$ cat config.mk
export PLATFORM = sky130hd
export DESIGN_NAME = slow_countdown
export DESIGN_NICKNAME = d
export VERILOG_FILES = /design/src/rtl/slow_countdown.sv
export SDC_FILE = /design/constraint.sdc
export NUM_CORES = 1
export LEC_CHECK = 0
export BUFFER_PORTS_ARGS = -buffer_cell sky130_fd_sc_hd__buf_2
export CAP_MARGIN = 15
export CORE_UTILIZATION = 51
export DETAILED_ROUTE_END_ITERATION = 16
export PLACE_DENSITY = 0.78
export SYNTH_ARGS = -nofsm -noshare
export SYNTH_HDL_FRONTEND = slang
export SYNTH_SLANG_ARGS = --single-unit
$ cat constraint.sdc
create_clock -name clk -period 2.1 [get_ports clk]
set_input_delay 0.42 -clock clk [delete_from_list [all_inputs] [get_ports clk]]
set_output_delay 0.42 -clock clk [all_outputs]
set_load 0.02 [all_outputs]
$ cat src/rtl/slow_countdown.sv
// Loadable, pausable countdown timer stepped by edges of an asynchronous slow level.
// The slow level is resynchronised into clk; every TICKS_PER_STEP detected edges decrement count while running.
module slow_countdown #(
    parameter int WIDTH          = 8,
    parameter bit BOTH_EDGES     = 1'b0,
    parameter int TICKS_PER_STEP = 1
) (
    input  logic             clk,
    input  logic             reset_n,
    input  logic             slow_clk,
    input  logic             load,
    input  logic [WIDTH-1:0] load_val,
    input  logic             start,
    input  logic             stop,
    output logic [WIDTH-1:0] count,
    output logic             running,
    output logic             expired,
    output logic             done,
    output logic             tick
);

    // state   | meaning
    // IDLE    | loaded or reset, waiting for start
    // RUN     | counting down on ticks
    // PAUSED  | count and prescaler frozen until start
    // EXPIRED | count reached 0, only load or reset leaves

    localparam int PW = $clog2(TICKS_PER_STEP + 1);
    localparam logic [PW-1:0] PS_LAST = PW'(TICKS_PER_STEP - 1);

    typedef enum logic [1:0] {
        IDLE    = 2'd0,
        RUN     = 2'd1,
        PAUSED  = 2'd2,
        EXPIRED = 2'd3
    } state_t;

    state_t        state;
    logic          s1, s2, s3;
    logic [1:0]    warm_cnt;
    logic          warm;
    logic          slow_edge;
    logic [PW-1:0] prescaler;

    always_ff @(posedge clk or negedge reset_n) begin
        if (!reset_n) begin
            s1 <= 1'b0;
            s2 <= 1'b0;
            s3 <= 1'b0;
        end else begin
            s1 <= slow_clk;
            s2 <= s1;
            s3 <= s2;
        end
    end

    // Hides the false edge seen while the chain fills with an already-high slow_clk.
    always_ff @(posedge clk or negedge reset_n) begin
        if (!reset_n) begin
            warm_cnt <= 2'd0;
        end else if (warm_cnt != 2'd3) begin
            warm_cnt <= warm_cnt + 2'd1;
        end
    end

    assign warm      = (warm_cnt == 2'd3);
    assign slow_edge = BOTH_EDGES ? (s2 ^ s3) : (s2 & ~s3);
    assign tick      = slow_edge & warm;

    always_ff @(posedge clk or negedge reset_n) begin
        if (!reset_n) begin
            state     <= IDLE;
            count     <= '0;
            prescaler <= '0;
            done      <= 1'b0;
        end else begin
            done <= 1'b0;
            if (load) begin
                count     <= load_val;
                prescaler <= '0;
                state     <= IDLE;
            end else begin
                case (state)
                    IDLE: begin
                        if (start) begin
                            if (count != '0) begin
                                state     <= RUN;
                                prescaler <= '0;
                            end else begin
                                state <= EXPIRED;
                                done  <= 1'b1;
                            end
                        end
                    end
                    RUN: begin
                        // A tick coinciding with stop is intentionally lost.
                        if (stop) begin
                            state <= PAUSED;
                        end else if (tick) begin
                            if (prescaler == PS_LAST) begin
                                prescaler <= '0;
                                if (count != '0) begin
                                    count <= count - WIDTH'(1);
                                    if (count == WIDTH'(1)) begin
                                        state <= EXPIRED;
                                        done  <= 1'b1;
                                    end
                                end
                            end else begin
                                prescaler <= prescaler + PW'(1);
                            end
                        end
                    end
                    PAUSED: begin
                        if (start) begin
                            state <= RUN;
                        end
                    end
                    EXPIRED: begin
                        count <= '0;
                    end
                    default: begin
                        state <= IDLE;
                    end
                endcase
            end
        end
    end

    assign running = (state == RUN);
    assign expired = (state == EXPIRED);

endmodule

=== Word level (Yosys, flattened, before mapping) ===
Cells that the tools add are included.

* Output and inout bits: 12
* Register bits after elaboration: 17
* Word-level logic and storage cells: 71

* Add/subtract/negate cells: 3
* Muxes and demuxes: 32
* Bitwise gates (word level): 3
* Equality and inequality tests: 17
* Reduce and logical (&&, ||, !) cells: 8

{| class="wikitable"
|+ Operators with widths
! kind !! number
|-
| $mux 8 || 5
|-
| $mux 2 || 9
|-
| $pmux 8 s2 || 1
|-
| $ne 3x3->1 const B || 5
|-
| $mux 1 || 14
|-
| $ne 4x3->1 const B || 3
|-
| $reduce_and 5->1 || 2
|-
| $eq 8x1->1 const B || 1
|-
| $reduce_bool 8->1 || 1
|-
| $sub 8x1->8 const B || 1
|-
| $reduce_and 7->1 || 1
|-
| $eq 2x2->1 const B || 3
|-
| $ne 3x2->1 const B || 2
|-
| $pmux 2 s3 || 1
|-
| $reduce_bool 3->1 || 2
|-
| $ne 4x4->1 const B || 1
|-
| $pmux 1 s2 || 2
|-
| $reduce_bool 4->1 || 1
|-
| $add 2x1->2 const B || 1
|-
| $and 1x1->1 || 2
|-
| $eq 2x1->1 const B || 1
|-
| $logic_not 2->1 || 1
|-
| $ne 2x2->1 const B || 1
|-
| $add 1x1->1 const B || 1
|-
| $not 1->1 || 1
|}

=== Logic depth before layout (Yosys ltp) ===
* Depth in word-level cells: 8
* Depth in mapped cells: 7
* Depth with buffers taken out: 6

=== Least setup slack after synthesis ===
OpenSTA, ideal clock, no wires.

* Path type: register to register
* Start: register count[0]
* End: register count[6]
* Buffers on the path: 1
* Arrival time: 1,832 ps
* Library setup time: 124 ps
* Setup slack: 144 ps
* Clock period less this slack: 1,956 ps
* Cell stages (with the launch flop): 8
* Cells stage by stage: dfrtp_1 inv_1 ha_1 or3b_1 clkbuf_1 o211a_4 o22ai_1 a211o_2

* Longest elaborated chain between the ends: 7

{| class="wikitable"
|+ Ends and longest elaborated chain
! element !! RTL line !! source
|-
| start: declaration || 15 || <nowiki>output logic [WIDTH-1:0] count,</nowiki>
|-
| start signal: assignment || 79 || <nowiki>count <= load_val;</nowiki>
|-
| start signal: assignment || 103 || <nowiki>count <= count - WIDTH'(1);</nowiki>
|-
| $sub 8x1->8 || 103 ||
|-
| $mux 8 || 102 || <nowiki>if (count != '0) begin</nowiki>
|-
| $mux 8 || 100 || <nowiki>if (prescaler == PS_LAST) begin</nowiki>
|-
| $mux 8 || 99 || <nowiki>end else if (tick) begin</nowiki>
|-
| $mux 8 || 97 || <nowiki>if (stop) begin</nowiki>
|-
| $pmux 8 s2 || 83 || <nowiki>case (state)</nowiki>
|-
| $mux 8 || 78 || <nowiki>if (load) begin</nowiki>
|}

Several ways; a longest one is shown, not always the timed one. The select of a mux whose other input is x is not followed.
A chain may end at the register's enable or synchronous reset.

=== Worst setup path after layout ===
Same ends and word-level chain as after synthesis.

==> impl_metrics.py <==
metrics = {
    "outcome": {
        "run_status": "completed",
    },
    "place": {
        "pre_cts_ws_ps": 176,
        "hpwl_mm": 1.68,
        "placedInstanceArea_sq_mm": 0.00113,
        "gp_congestion": 0.835,
        "portBuffers": 25,
        "dp_cells": 146,
    },
    "logic_synthesis": {
        "ys_warn_count": 0,
        "synth.cell_area_sq_mm": 0.00101,
        "syn_inst": 101,
        "async_flop_share_pct": 100,
        "ys_ff_latch": 16,
        "synth_area_per_cell_sq_um": 9.96,
        "seq_area_frac_synth_pct": 39.8,
        "synth_flop_cell": "dfrtp_1",
        "ys_types": 42,
        "synth_nets": 122,
        "synth_edf_count": 0,
    },
    "clock_tree": {
        "cts_buffers": 3,
        "path_clk_slew_ps": 100,
        "cts_sinks": 16,
        "cts_tree": "done",
        "ctsHoldBuffers": 0,
        "clk_path_buf_depth": 2,
        "h-tree-depth": 1,
        "insertion_delay_ps": 290,
        "clockRootBuffer": "clkbuf_4",
    },
    "timing": {
        "rsz0062_at_grt": "false",
        "fmax_mhz": 527,
        "fin_crit_sh_pct": 90.4,
        "hold_ws_ps": 23.6,
        "period_needed_ps": 1900,
        "slew_viol_final": 0,
        "hold_viol_final": 0,
        "relSlewSlack_pct": 70.7,
        "fin_setup_tns_ps": 0,
        "skew_ps": 4.19,
        "setup_viol": 0,
        "setup_slack_ps": 202,
        "worstMarginPinSlew_ps": 439,
    },
    "finish": {
        "fin_util_pct": 65.8,
        "nNetsFinal": 147,
        "syn2layout_area_growth_pct": 16.7,
        "drive_gt1_share_pct": 30.4,
        "diodes": 0,
        "fin_area_sq_mm": 0.00117,
        "stdcell_count": 150,
    },
    "setup_path": {
        "cp-start-kind": "flip-flop",
        "endpoint_kind": "flip-flop",
        "critPathKind": "flip-flop to flip-flop",
        "reg2reg_depth": 6,
        "crit_fanout": 7,
        "r2r-start": "count[0]$_DFFE_PN0P_",
        "r2r_slack_ps": 200,
        "r2r_end": "count[6]$_DFFE_PN0P_",
        "crit_required_ps": 2280,
        "worstPathArrival_ps": 2080,
    },
    "routing": {
        "wl_met2_mm": 1.05,
        "vias_per_cell": 5.99,
        "wl_met1_mm": 1.02,
        "drt_iter0_drc": 36,
        "drc_errors": 0,
        "met3_length_um": 150,
        "first_pass_iters": 4,
        "drt_wl_total_mm": 2.26,
        "vias": 899,
        "postRouteAntennaNets": 0,
        "topRoutingLayerUsed": "met4",
        "wl_per_cell_um": 15.1,
    },
    "power_and_ir_drop": {
        "power.density_mw_per_mm2": 1190,
        "ir_drop_v": 0.000856,
        "p_total_mw": 1.40,
        "p_leak_nw": 0.517,
    },
    "floorplan": {
        "ios": 26,
        "die_x_um": 46.4,
        "start_util_pct": 56.4,
        "core_area_sq_mm": 0.00178,
        "die_h_um": 46.4,
        "dieArea_sq_mm": 0.00215,
        "rows": 15,
    },
    "global_routing": {
        "antenna_found_initial": 0,
        "grt_first_pass_wirelength_mm": 3.49,
        "track_usage_pct": 23.4,
        "grt_overflow": 0,
        "grt_max_degree": 17,
        "grt_pass1_vias": 733,
    },
    "hold_path": {
        "hp-class": "input port to asynchronous set/reset pin",
    },
    "flow_run": {
        "cap_violations": 0,
    },
}
## worst max-delay path: stages, from the launching register on
cell and delay (ps):
dfrtp_1 420, inv_1 110, ha_1 210, or3b_4 440, nor3_1 160, o22ai_1 110, a211o_2 330
## flip-flops by register name, summed over array words and instances, names as in the netlist
signal and flops:
done 1, warm_cnt 2, s3 1, s2 1, state 2, count 8
s1 1
## synth_stat cells (all sizes together) (2+ instances only)
cell / n / area [sq um]
o2bb2ai: 3 / 26.3
a221oi: 2 / 17.5
a21oi: 6 / 30.0
a21o: 2 / 16.3
o22ai: 3 / 18.8
nor3: 4 / 20.0
or4: 2 / 18.8
a211oi: 4 / 30.0
nor3b: 2 / 15.0
inv: 6 / 22.5
nand2: 2 / 7.51
nor2: 6 / 30.0
clkbuf: 3 / 11.3
ha: 7 / 87.6
buf: 2 / 16.3
nor4: 3 / 18.8
dfrtp: 16 / 400
o21ai: 3 / 15.0
nand4: 2 / 12.5
nand3: 5 / 25.0
## worst max path at each step
stage | start | end | slack (ps) | depth (start not counted)
3_3_place_gp | count[1]$_DFFE_PN0P_ | count[2]$_DFFE_PN0P_ | 200 | 6
5_1_grt | count[0]$_DFFE_PN0P_ | state[1]$_DFFE_PN0P_ | 60 | 6
6_report | count[0]$_DFFE_PN0P_ | count[6]$_DFFE_PN0P_ | 200 | 6
4_1_cts | count[0]$_DFFE_PN0P_ | count[2]$_DFFE_PN0P_ | 160 | 6
2_1_floorplan | count[0]$_DFFE_PN0P_ | count[6]$_DFFE_PN0P_ | 140 | 7
3_5_place_dp | count[0]$_DFFE_PN0P_ | count[2]$_DFFE_PN0P_ | 180 | 6
## cell usage in the layout, fill, tap and decap left out, types with 2 or more instances in the layout
cell type | synthesis | final
a211oi_1 | 4 | 4
a21oi_1 | 6 | 6
a221oi_1 | 2 | 2
buf_2 | 1 | 25
clkbuf_4 | 0 | 3
dfrtp_1 | 16 | 16
ha_1 | 7 | 7
inv_1 | 6 | 6
nand2_1 | 2 | 2
nand3_1 | 5 | 5
nand4_1 | 2 | 2
nor2_1 | 5 | 5
nor3_1 | 4 | 4
nor3b_1 | 2 | 2
nor4_1 | 3 | 3
o21ai_0 | 3 | 3
o22ai_1 | 3 | 3
o2bb2ai_1 | 3 | 3
## kinds of logic (layout without fill, tap and decap cells)
group	after synthesis	after routing	share of synthesized area [%]
adder cells (fa/ha/maj)	7	7	8.71
buffers and inverters	11	35	4.97
multiplexers	2	2	2.11
XOR/XNOR	1	1	0.871
AO/OA/AOI/OAI	32	32	24.4
flip-flops	16	16	39.8
AND/OR/NAND/NOR	32	32	19.2
## where the power goes
group | total [mW] | switching (mW) | internal, mW | leakage (nW)
Clock | 0.206 | 0.101 | 0.106 | 0.0210
Combinational | 0.666 | 0.399 | 0.266 | 0.309
Sequential | 0.527 | 0.135 | 0.393 | 0.187
Total | 1.40 | 0.635 | 0.764 | 0.517
## cell type report
type / instances / area (sq um)
multi-input combinational: 74 / 558
tap: 25 / 31.3
clock buffer: 4 / 36.3
timing repair buffer: 25 / 125
sequential: 16 / 400
fill: 158 / 609
inverter: 6 / 22.5
## per-layer routing
layer | up-vias | global-route usage, %
met3 | 7 | 2.35
li1 | 437 | -
met4 | 0 | 7.06
met5 | - | 0
met2 | 43 | 34.7
met1 | 412 | 35.2
## timing repair
| item | in CTS | in global routing |
|---|---|---|
| gates resized for setup | 0 | 1 |
| setup endpoints to repair | 0 | 1 |
| setup buffers | 0 | 0 |
Note: power is estimated with default switching activity, not from simulation.
